==> config.mk <==
export PLATFORM = sky130hd
export DESIGN_NAME = pdm_dac_bridge
export DESIGN_NICKNAME = d
export VERILOG_FILES = /design/src/rtl/pdm_dac_pkg.sv /design/src/rtl/cic2_decim.sv /design/src/rtl/pdm_dac_bridge.sv
export SDC_FILE = /design/constraint.sdc
export NUM_CORES = 1
export LEC_CHECK = 0
export CAP_MARGIN = 20
export CELL_PAD_IN_SITES_DETAIL_PLACEMENT = 0
export CELL_PAD_IN_SITES_GLOBAL_PLACEMENT = 1
export CORE_MARGIN = 5
export CORE_UTILIZATION = 50
export CTS_CLUSTER_DIAMETER = 100
export DETAILED_ROUTE_END_ITERATION = 16
export GPL_ROUTABILITY_DRIVEN = 0
export PLACE_DENSITY = 0.84
export SLEW_MARGIN = 40
export SYNTH_ARGS = -nofsm -noshare
export SYNTH_HDL_FRONTEND = slang
export SYNTH_SLANG_ARGS = --single-unit
==> constraint.sdc <==
create_clock -name clk -period 9.5 [get_ports clk]
set_input_delay 1.425 -clock clk [delete_from_list [all_inputs] [get_ports clk]]
set_output_delay 1.425 -clock clk [all_outputs]
set_load 0.02 [all_outputs]
==> src/rtl/pdm_dac_pkg.sv <==
// pdm_dac_pkg: width helpers shared by the PDM-to-DAC bridge.
//   sample_w(d)    : CIC2 sample / integrator width for decimation 2^d (2*d+1)
//   frac_w(d, w)   : bits dropped when requantising to a w-bit DAC
//   r_sq(d)        : R^2, the full-scale decimated value
package pdm_dac_pkg;

  function automatic int sample_w(input int decim_log2);
    return 2 * decim_log2 + 1;
  endfunction

  function automatic int frac_w(input int decim_log2, input int dac_w);
    return 2 * decim_log2 - dac_w;
  endfunction

  function automatic int r_sq(input int decim_log2);
    return 1 << (2 * decim_log2);
  endfunction

  // Full-scale value for the default R=16 build; the clamp limit is one less.
  localparam int DEF_DECIM_LOG2 = 4;
  localparam int DEF_R_SQ       = r_sq(DEF_DECIM_LOG2);

endpackage

==> src/rtl/cic2_decim.sv <==
// cic2_decim: one channel of the bridge -- two integrators, one comb, clamp.
// Ports:
//   clk, rst     clock, synchronous active-high reset
//   ce           integrate this cycle's PDM bit
//   frame_end    ce cycle that completes a decimation frame
//   comb_go      run the comb step this cycle (one cycle after frame_end)
//   pdm          PDM bit (1 -> +1, 0 -> 0)
//   sample       decimated sample, modulo 2^SW, unsigned
//   held         clamped sample, top KEEP_W bits of min(y, 2^(2*DECIM_LOG2)-1)
module cic2_decim
  import pdm_dac_pkg::*;
#(
  parameter int DECIM_LOG2 = 4,
  parameter int KEEP_W     = 4
) (
  input  logic                            clk,
  input  logic                            rst,
  input  logic                            ce,
  input  logic                            frame_end,
  input  logic                            comb_go,
  input  logic                            pdm,
  output logic [sample_w(DECIM_LOG2)-1:0] sample,
  output logic [KEEP_W-1:0]               held
);
  localparam int SW = sample_w(DECIM_LOG2);
  localparam int CW = 2 * DECIM_LOG2;

  logic [SW-1:0] i1, i2, i1_nx, i2_nx;
  logic [SW-1:0] comb_in, d1, d2, c1, y;

  // Integrators wrap freely; the comb difference recovers the true value.
  always_comb begin
    i1_nx = i1 + SW'(pdm);
    i2_nx = i2 + i1_nx;
    c1    = comb_in - d1;
    y     = c1 - d2;
  end

  always_ff @(posedge clk) begin
    if (rst) begin
      i1      <= '0;
      i2      <= '0;
      comb_in <= '0;
      d1      <= '0;
      d2      <= '0;
      sample  <= '0;
      held    <= '0;
    end else begin
      if (ce) begin
        i1 <= i1_nx;
        i2 <= i2_nx;
        if (frame_end) comb_in <= i2_nx;
      end
      if (comb_go) begin
        d1     <= comb_in;
        d2     <= c1;
        sample <= y;
        // y only reaches 2^CW (MSB set) at full scale; saturate it to all-ones.
        held   <= y[SW-1] ? '1 : y[CW-1 -: KEEP_W];
      end
    end
  end

endmodule

==> src/rtl/pdm_dac_bridge.sv <==
// pdm_dac_bridge: multi-channel 1-bit PDM to resistor-ladder DAC bridge.
// Each channel runs a 2nd-order CIC decimator (R = 2^DECIM_LOG2); the
// decimated value is clamped and requantised to DAC_W bits.
// Ports:
//   clk           pixel clock
//   rst           synchronous active-high reset
//   ce_in         PDM sample enable
//   pdm_in        one PDM bit per channel
//   sample_valid  one-cycle pulse with each new set of samples
//   sample_out    decimated samples, channel c at [c*SW +: SW]
//   dac_out       DAC drive, channel c at [c*DAC_W +: DAC_W]
// Build option: define PDM_DAC_NOISE_SHAPE_EN for a first-order
// error-feedback requantiser (needs DAC_W < 2*DECIM_LOG2); otherwise dac_out
// is the truncated clamped sample.
module pdm_dac_bridge
  import pdm_dac_pkg::*;
#(
  parameter int NUM_CH     = 2,
  parameter int DECIM_LOG2 = 4,
  parameter int DAC_W      = 4
) (
  input  logic                                   clk,
  input  logic                                   rst,
  input  logic                                   ce_in,
  input  logic [NUM_CH-1:0]                      pdm_in,
  output logic                                   sample_valid,
  output logic [NUM_CH*sample_w(DECIM_LOG2)-1:0] sample_out,
  output logic [NUM_CH*DAC_W-1:0]                dac_out
);
  localparam int SW = sample_w(DECIM_LOG2);
`ifdef PDM_DAC_NOISE_SHAPE_EN
  localparam int FW     = frac_w(DECIM_LOG2, DAC_W);
  localparam int KEEP_W = 2 * DECIM_LOG2;
`else
  localparam int KEEP_W = DAC_W;
`endif

  logic [DECIM_LOG2-1:0] phase;
  logic                  frame_end;
  logic                  comb_go;

  assign frame_end = ce_in && (phase == '1);

  // comb_go runs independently of ce_in so a finished frame always emerges.
  always_ff @(posedge clk) begin
    if (rst) begin
      phase        <= '0;
      comb_go      <= 1'b0;
      sample_valid <= 1'b0;
    end else begin
      if (ce_in) phase <= phase + 1'b1;
      comb_go      <= frame_end;
      sample_valid <= comb_go;
    end
  end

  for (genvar c = 0; c < NUM_CH; c++) begin : g_ch
    logic [KEEP_W-1:0] held;

    cic2_decim #(
      .DECIM_LOG2 (DECIM_LOG2),
      .KEEP_W     (KEEP_W)
    ) u_cic (
      .clk       (clk),
      .rst       (rst),
      .ce        (ce_in),
      .frame_end (frame_end),
      .comb_go   (comb_go),
      .pdm       (pdm_in[c]),
      .sample    (sample_out[c*SW +: SW]),
      .held      (held)
    );

`ifdef PDM_DAC_NOISE_SHAPE_EN
    logic [FW-1:0]    e;
    logic [FW:0]      s;
    logic [DAC_W:0]   sum;
    logic [DAC_W-1:0] dac_q;

    // Carry-out of (fraction + error) bumps the DAC code; the residue is
    // fed back so the long-run average tracks the held sample.
    always_comb begin
      s   = {1'b0, held[FW-1:0]} + {1'b0, e};
      sum = {1'b0, held[KEEP_W-1 -: DAC_W]} + {{DAC_W{1'b0}}, s[FW]};
    end

    always_ff @(posedge clk) begin
      if (rst) begin
        e     <= '0;
        dac_q <= '0;
      end else if (ce_in) begin
        e     <= s[FW-1:0];
        dac_q <= sum[DAC_W] ? '1 : sum[DAC_W-1:0];
      end
    end

    assign dac_out[c*DAC_W +: DAC_W] = dac_q;
`else
    assign dac_out[c*DAC_W +: DAC_W] = held;
`endif
  end

endmodule
==> results of run 1 <==
[cell type report]
type	instances	share of cell area
multi-input cells	555	0.510
flip-flops and latches	122	0.322
clock buffers	29	0.0699
repair buffers	34	0.0446
well taps	176	0.0290
inverters	42	0.0208
clock inverters	1	0.00395
[registers in the layout, summed over array words and instances, names as in the netlist]
register,flops
phase,4
g_ch.u_cic.held,8
g_ch.u_cic.sample,18
g_ch.u_cic.d1,18
g_ch.u_cic.i2,18
g_ch.u_cic.comb_in,18
g_ch.u_cic.i1,18
sample_valid,1
comb_go,1
g_ch.u_cic.d2,18
[final timing paths]
path	from	end	slack, ns	cells after the start
setup / recovery	pdm_in[0]	g_ch[0].u_cic.i2[7]$_SDFFE_PP0P_	5.42	11
hold / removal	g_ch[1].u_cic.comb_in[0]$_SDFFE_PP0P_	g_ch[1].u_cic.comb_in[0]$_SDFFE_PP0P_	0.48	2
setup reg to reg	g_ch[1].u_cic.d1[1]$_SDFFE_PP0P_	g_ch[1].u_cic.held[2]$_SDFFE_PP0P_	5.89	16
hold reg to reg	g_ch[1].u_cic.comb_in[0]$_SDFFE_PP0P_	g_ch[1].u_cic.comb_in[0]$_SDFFE_PP0P_	0.48	2
[per-layer routing]
metal / part of all wire / global-route usage
met5: 0 / 0
met2: 0.45 / 0.255
met1: 0.49 / 0.194
met4: 0.015 / 0.0619
met3: 0.039 / 0.0450
[layout by cell type, fill, tap and decap left out, types with 3 or more instances in the layout]
cell type                         Yosys  routed
sky130_fd_sc_hd__a211o_1              4       4
sky130_fd_sc_hd__a211oi_1            20      20
sky130_fd_sc_hd__a21o_1              12      12
sky130_fd_sc_hd__a21oi_1             37      37
sky130_fd_sc_hd__a311oi_1             5       5
sky130_fd_sc_hd__and3_1               9       9
sky130_fd_sc_hd__buf_6                0       3
sky130_fd_sc_hd__clkbuf_1            23       6
sky130_fd_sc_hd__clkbuf_16            0      17
sky130_fd_sc_hd__clkbuf_8             0       6
sky130_fd_sc_hd__clkdlybuf4s50_1      0      29
sky130_fd_sc_hd__dfxtp_1            122     121
sky130_fd_sc_hd__fa_1                 6       6
sky130_fd_sc_hd__ha_1                53      53
sky130_fd_sc_hd__inv_1               42      42
sky130_fd_sc_hd__mux2i_1             47      47
sky130_fd_sc_hd__nand2_1             49      49
sky130_fd_sc_hd__nand2b_1            12      12
sky130_fd_sc_hd__nand3_1              6       6
sky130_fd_sc_hd__nand4_1              7       7
sky130_fd_sc_hd__nor2_1             113     112
sky130_fd_sc_hd__nor2b_1             10      10
sky130_fd_sc_hd__nor3_1              19      19
sky130_fd_sc_hd__nor3b_1              7       7
sky130_fd_sc_hd__o211ai_1             3       3
sky130_fd_sc_hd__o21a_1               3       3
sky130_fd_sc_hd__o21ai_0             18      18
sky130_fd_sc_hd__o21bai_1             3       3
sky130_fd_sc_hd__o22ai_1              3       3
sky130_fd_sc_hd__or2_2                5       5
sky130_fd_sc_hd__or3_1                9       9
sky130_fd_sc_hd__xnor2_1             32      32
sky130_fd_sc_hd__xor2_1              39      39
[critical path: cells and delay by family]
family | cells | cell delay (ns)
simple gates | 3 | 0.74
compound gates | 4 | 0.95
fa+ha+maj | 3 | 0.83
buf+inv | 1 | 0.41
[power by group through the flow]
| stage | clock network [uW] | logic [uW] | registers (uW) |
|---|---|---|---|
| after detailed placement | 0 | 38.5 | 531 |
| after global placement | 0 | 37.3 | 531 |
| after CTS | 621 | 38.7 | 521 |
| after global routing | 641 | 43.6 | 521 |
| final | 602 | 38.1 | 521 |
| after floorplan | 0 | 30.1 | 531 |
[metrics by stage]
stage	hold slack, ns	instances
after global routing	0.493	959
after floorplan	0.449	753
after CTS	0.478	959
after detailed placement	0.472	929
final	0.476	959
after global placement	0.455	928
[kinds of logic after synthesis]
kind of cell / synth area share
buffers and inverters: 0.0432
XOR/XNOR: 0.0942
adder cells (fa/ha/maj): 0.119
flip-flops: 0.370
multiplexers: 0.0713
AND/OR/NAND/NOR: 0.184
AO/OA/AOI/OAI: 0.119
==> metrics list, run 1 <==
* Result of the run: finished clean
- Vias per cell: approximately 5
* Y dimension of the die: 125 microns
- Worst EP required: between 9 and 10 ns
- Total of max-cap violations: 0
- Initial core utilization: 0.504
- Post-synthesis async set-or-reset flop share: 0
* Worst voltage drop across the vdd grid: between 0.0001 and 0.00015 V
* Worst path slowest cell: sky130_fd_sc_hd__a2111oi_0
- The number of hold buffers added after CTS was 0.
- Buffers added to address setup during post-CTS repair amount to 0.
- Across the routed clock network, the largest skew measured is 0.00761 ns.
- Setup repair after global routing left no endpoint under its margin.
* Part of the power in the clock network: 0.518
- Slew of the pin with the lowest slew margin: 0.761 ns
- Power spread over the standard cell area amounts to 153 mW/mm^2.
- Primary FF master, synth: sky130_fd_sc_hd__dfxtp_1
* Post-layout minimum cycle time: between 4 and 5 ns
* Clk pin slew, worst setup/hold paths: 0.05 ns
* Post-place setup slack: 5.03 ns
* Area growth from synthesis to layout: 15.1%
- Detailed-routing iteration count for the pre-antenna-repair pass: 4
- After layout, the worst setup slack is roughly 5.4 ns.
- Of all nets on the critical path, the largest fanout is 4.
- Routed wirelength normalized by instance count: roughly 12 microns
* Cell area after synthesis: 0.00660 sq mm
- The number of nets handed over by synthesis was 817.
- In this run the horizontal extent of the chip is 125 microns.
- After legalization and detailed placement, the total HPWL measured 8.13 mm.
- TritonCTS built the clock tree.
- The first routing iteration left between 200 and 300 violations.
* Internal power: 930 uW
- Number of gates given a new drive strength after cts: 0
* Top post-synthesis cells by area: sky130_fd_sc_hd__dfxtp_1 (37%), sky130_fd_sc_hd__ha_1 (10%), sky130_fd_sc_hd__mux2i_1 (7.1%)
* Library cell with the largest summed area after synthesis: sky130_fd_sc_hd__dfxtp_1
- The final max-slew violation count came to 0.
- Relative max-transition margin: 0.493
- Worst skew pair latency: 0.41 ns
* Pin count of the biggest net entering global routing: about 110
- CTS Buffer Depth: 2
- The synthesized design contains 0 enable-type register cells.
* Maximum level of the CTS H-tree: 4
* Startpoint class of the critical path: input pin
- For this design the total switching power over the nets is 231 uW.
- Antenna violations before repair: 0
- After global routing the overflow that remains totals 0.
- In this run the cell area measured after placement is between 0.007 and 0.008 sq mm.
- The number of clock buffers added by TritonCTS is 17.
- Power after layout: 1160 uW
* Critical-path cell list: clkdlybuf4s50_1 > ha_1 > ha_1 > ha_1 > a21o_1 > a21oi_1 > o21bai_1 > a2111oi_0 > nor3b_1 > nor4bb_1 > or3_1
- Pin placement for this block handled 32 I/O pins.
- Antenna-violating nets left: 0
* Area inside the core boundary: 0.0131 sq mm
* Synthesized instance count: 753
- Sequential area share after synthesis: 0.370
- Maximum operating frequency: about 0.24 GHz
- Register share of total power: 0.449
* Setup total negative slack: 0 ns
- The worst setup path is of the in -> reg kind.
- Yosys printed 0 warnings.
- Setup violations remaining at the end of the flow were counted as 0.
- CTS Root Cell: sky130_fd_sc_hd__clkbuf_16
- Of the available clock period, the critical path in the final layout requires 0.430.
- Post-synthesis area per instance: 8.76 sq um
* Number of rows created at floorplan: 42
* Final-report hold violation count: 0
- TritonCTS Sinks: 122
- The largest single stage delay on the critical path is 0.46 ns.
* Sequential cell area: 0.00244 sq mm
* Combined area of the multi-input logic cells: 0.00387 sq mm
- Switching power share of the total: 0.199
- The number of global-route vias before repair came to 4687.
- Wire length reported by the detailed router: 11.5 mm
- Count of buffers inserted at the top-level ports: 31
- By instance count, the leading cell after synthesis is sky130_fd_sc_hd__dfxtp_1.
* Cell types with the highest counts after synthesis: sky130_fd_sc_hd__dfxtp_1 (122), sky130_fd_sc_hd__nor2_1 (113), sky130_fd_sc_hd__ha_1 (53)
- Combinational fraction of design power: 0.033
* Number of design rule violations left after detail routing: 0
* Most prevalent standard cell on the critical path: sky130_fd_sc_hd__ha_1
* Area of the die: 0.0156 sq mm
- Number of synthesized register bits: about 120
- FILL cells: 1164
- The first global-routing pass estimated 20.7 mm of wire.
- Post-layout instance area: ~0.0076 sq mm
* Fin util: 0.580
- In this run, distinct cell masters in the synthesized netlist total 45.
- Crit path capture type: flop
- At the end of the flow, the number of nets in the layout was 836.
- The path class of the tightest hold or removal check is reg -> reg.
- Static leakage power: 0.00298 uW
- Of the cells placed in the final design, the portion with a size suffix greater than 1 is 0.0511.
* Arr. time, crit path: 4.37 ns
* Inserted Diodes: 0
- Detailed-route via count: 4896
- Of the post-synthesis cell area, the dominant cell type holds 0.370.
- GRT Util Overall: 0.156
Note: power is estimated with default switching activity, not from simulation.
==> run 2: changes to the inputs <==
Settings changed: CORE_UTILIZATION 50 to 42, PLACE_DENSITY 0.84 to 0.75.
Clock period 9.5 ns to 3.5 ns, I/O delays scaled along.
==> run 2 against run 1 <==
Compared with the run above:
- clock skew down 0.00074 ns
- via count grew 2.3%
- die area increased by 17%
- hold slack worse by 0.011 ns
- first-iteration DRC count is 0.40% lower
- combinational power grew to 2.8 times the previous value
- wire length up 8.6%
- critical endpoint is now g_ch[1].u_cic.held[0]$_SDFFE_PP0P_
- sequential share of layout area fell by 0.90 points
- cell count increased by 4.5%
- register-to-register slack got worse by 5.7 ns
==> metrics list, run 2 (synthesized netlist as in run 1, its figures left out) <==
- The number of cells on the worst reg-to-reg path is 15.
* Final-report hold violation count: 0
* CTS Buffer Depth: 2
- In this run the static leakage power is 0.00306 uW.
* Y dimension of the die: 135 microns
- Area growth from synthesis to layout: 18.5%
* Worst EP required: between 3 and 4 ns
* Skew final: 0.00687 ns
- Fill cells in the final layout number 1445.
- Routed wirelength normalized by instance count: 12.5 microns
* I/O pin cnt: 32
- Detailed-routing iteration count for the pre-antenna-repair pass: 4
- Combined area of the multi-input logic cells: slightly below 0.004 sq mm
* Pwr dens: around 430 mW/mm^2
* Worst skew pair latency: slightly above 0.4 ns
* Delay of the slowest cell on the worst path: 0.50 ns
- The number of antenna violations at the first check in global routing was 0.
- Measured on the finished design, the core utilization comes to 0.510.
- On the critical path, the stage with the largest delay is an instance of sky130_fd_sc_hd__or4b_4.
- Slew of the pin with the lowest slew margin: a little over 0.8 ns
- Worst hold stages: 2
- CTS Hold Bufs: 0
- Critical-path cell list: inv_1 > ha_1 > inv_1 > fa_2 > a21o_1 > a21oi_2 > xnor2_2 > ha_1 > a21oi_2 > o22ai_2 > o21a_1 > or4b_4 > o311ai_4 > xnor2_2 > a311oi_1
* Clk pin slew, worst setup/hold paths: 0.06 ns
- Clock tree synthesis found a total of 122 sinks.
- Setup violations remaining at the end of the flow were counted as 0.
- Area of the die: 0.0183 sq mm
- After detailed routing, the number of remaining DRC violations is 0.
* RSZ-0062 raised after global routing: yes
- The final max-slew violation count was 0.
* CTS Root Cell: sky130_fd_sc_hd__clkbuf_16
- Critical path class: reg -> reg
- Sequential cell area: 0.00244 sq mm
- In the global route stage, overall resource usage came out at 0.141.
- Area inside the core boundary: 0.0153 sq mm
- Detailed routing inserted a total of 5008 vias.
* Final Cycle Share: 0.957
- The worst-case IR drop observed on VDD is 0.000321 V.
* X dimension of the die: 135 microns
* Share of post-route cells with drive strength above 1: 0.0834
- After detailed routing, the number of vias per cell comes to 5.00.
* Pin count of the biggest net entering global routing: 114
* Post-layout minimum cycle time: 3.35 ns
- In this run the tightest slew margin relative to its limit is 0.463.
- The initial utilization of the core area, before any placement, comes to 0.431.
- The library cell used most frequently in the layout, excluding fill and tap cells, is sky130_fd_sc_hd__dfxtp_1.
- The final layout contains routed wiring with a total length of 12.5 mm.
* Startpoint class of the critical path: flop
- Finished Layout Cells: between 1000 and 1500
* Highest fanout seen on the critical path: 5
* DP Wirelength: between 8 and 9 mm
* Number of rows created at floorplan: 45
- Cts bufs inserted: 17
- STA puts the critical path data arrival time at 3.66 ns.
- The number of global-route vias before repair was 4713.
* Iteration-0 DRC Markers: 249
* Clock tree from TritonCTS: done
- Leading cell types in the layout, fill and taps excluded: sky130_fd_sc_hd__dfxtp_1 (120), sky130_fd_sc_hd__nor2_1 (113), sky130_fd_sc_hd__ha_1 (53)
* Fin worst setup slack: ~0.15 ns
- For this run the aggregate overflow at the end of global routing stands at 0.
* Cell count after placement: 968
* Count of buffers inserted at the top-level ports: 31
* Post-place setup slack: -0.00400 ns
* Path class of the lowest-slack min-delay path: reg -> reg
- Global-route wire length before repair: 21.5 mm
- Post-layout nets: 842
- Maximum operating frequency: approximately 0.30 GHz
* Antenna-violating nets left: 0
* Crit path capture type: flop
- Total of max-cap violations: 0
* Result of the run: finished clean
- The H-tree generated during clock tree synthesis spans 4 levels.
- 0 antenna diodes ended up in the layout.
[run 2: cell types whose count changed in the layout (fill, tap and decap cells not counted), sizes merged]
cell / previous run / this run
buf: 5 / 11
clkinv: 0 / 3
clkinvlp: 0 / 5
clkbuf: 29 / 20
bufinv: 1 / 4
[run 2: final timing paths]
check / startpoint / endpoint / slack, ns
worst max-delay path: g_ch[1].u_cic.comb_in[0]$_SDFFE_PP0P_ / g_ch[1].u_cic.held[0]$_SDFFE_PP0P_ / 0.15
worst min-delay path: g_ch[0].u_cic.sample[4]$_SDFFE_PP0P_ / g_ch[0].u_cic.sample[4]$_SDFFE_PP0P_ / 0.46
worst max register to register: g_ch[1].u_cic.comb_in[0]$_SDFFE_PP0P_ / g_ch[1].u_cic.held[0]$_SDFFE_PP0P_ / 0.15
worst min register to register: g_ch[0].u_cic.sample[4]$_SDFFE_PP0P_ / g_ch[0].u_cic.sample[4]$_SDFFE_PP0P_ / 0.46
[run 2: final cells by class]
class	count	share of cell area
multi-input combinational	555	0.505
clock buffer	20	0.0571
sequential	122	0.313
timing repair buffer	40	0.0487
inverter	42	0.0202
clock inverter	12	0.0221
tap	211	0.0338
[run 2: stage by stage]
step	hold slack, ns	instance area, sq um	TNS [ns]	total power [uW]
global placement	0.459	7090	0	1550
floorplan	0.449	6600	0	1520
detailed placement	0.461	7100	-0.00441	1550
CTS	0.470	7720	0	3400
global route	0.499	7820	-0.310	3480
finish	0.464	7820	0	3340
[run 2: power by group]
group / leakage, uW / switching [uW] / internal, uW
clock network: 0.000288 / 619 / 1200
logic: 0.00179 / 66.2 / 40.4
registers: 0.000985 / 9.57 / 1400
[run 2: timing repair]
action,CTS,global route
buffers inserted,0,2
endpoints found under the hold margin,0,0
resized for setup,1,21
setup endpoints to repair,4,6
pin swaps,1,11
[run 2: worst max-delay path: cells and delay by family, from the launching register on]
family                   cells  cell delay (ns)
AO/OA/AOI/OAI                7             1.21
adder cells (fa/ha/maj)      3             0.87
AND/OR/NAND/NOR              1             0.50
flip-flops                   1             0.32
XOR/XNOR                     2             0.23
buffers and inverters        2             0.11
[run 2: metal layers]
| layer | routed length, microns | track usage |
|---|---|---|
| met3 | 458 | 0.0405 |
| met1 | 6310 | 0.182 |
| met5 | 0 | 0 |
| met2 | 5590 | 0.228 |
| met4 | 137 | 0.0454 |
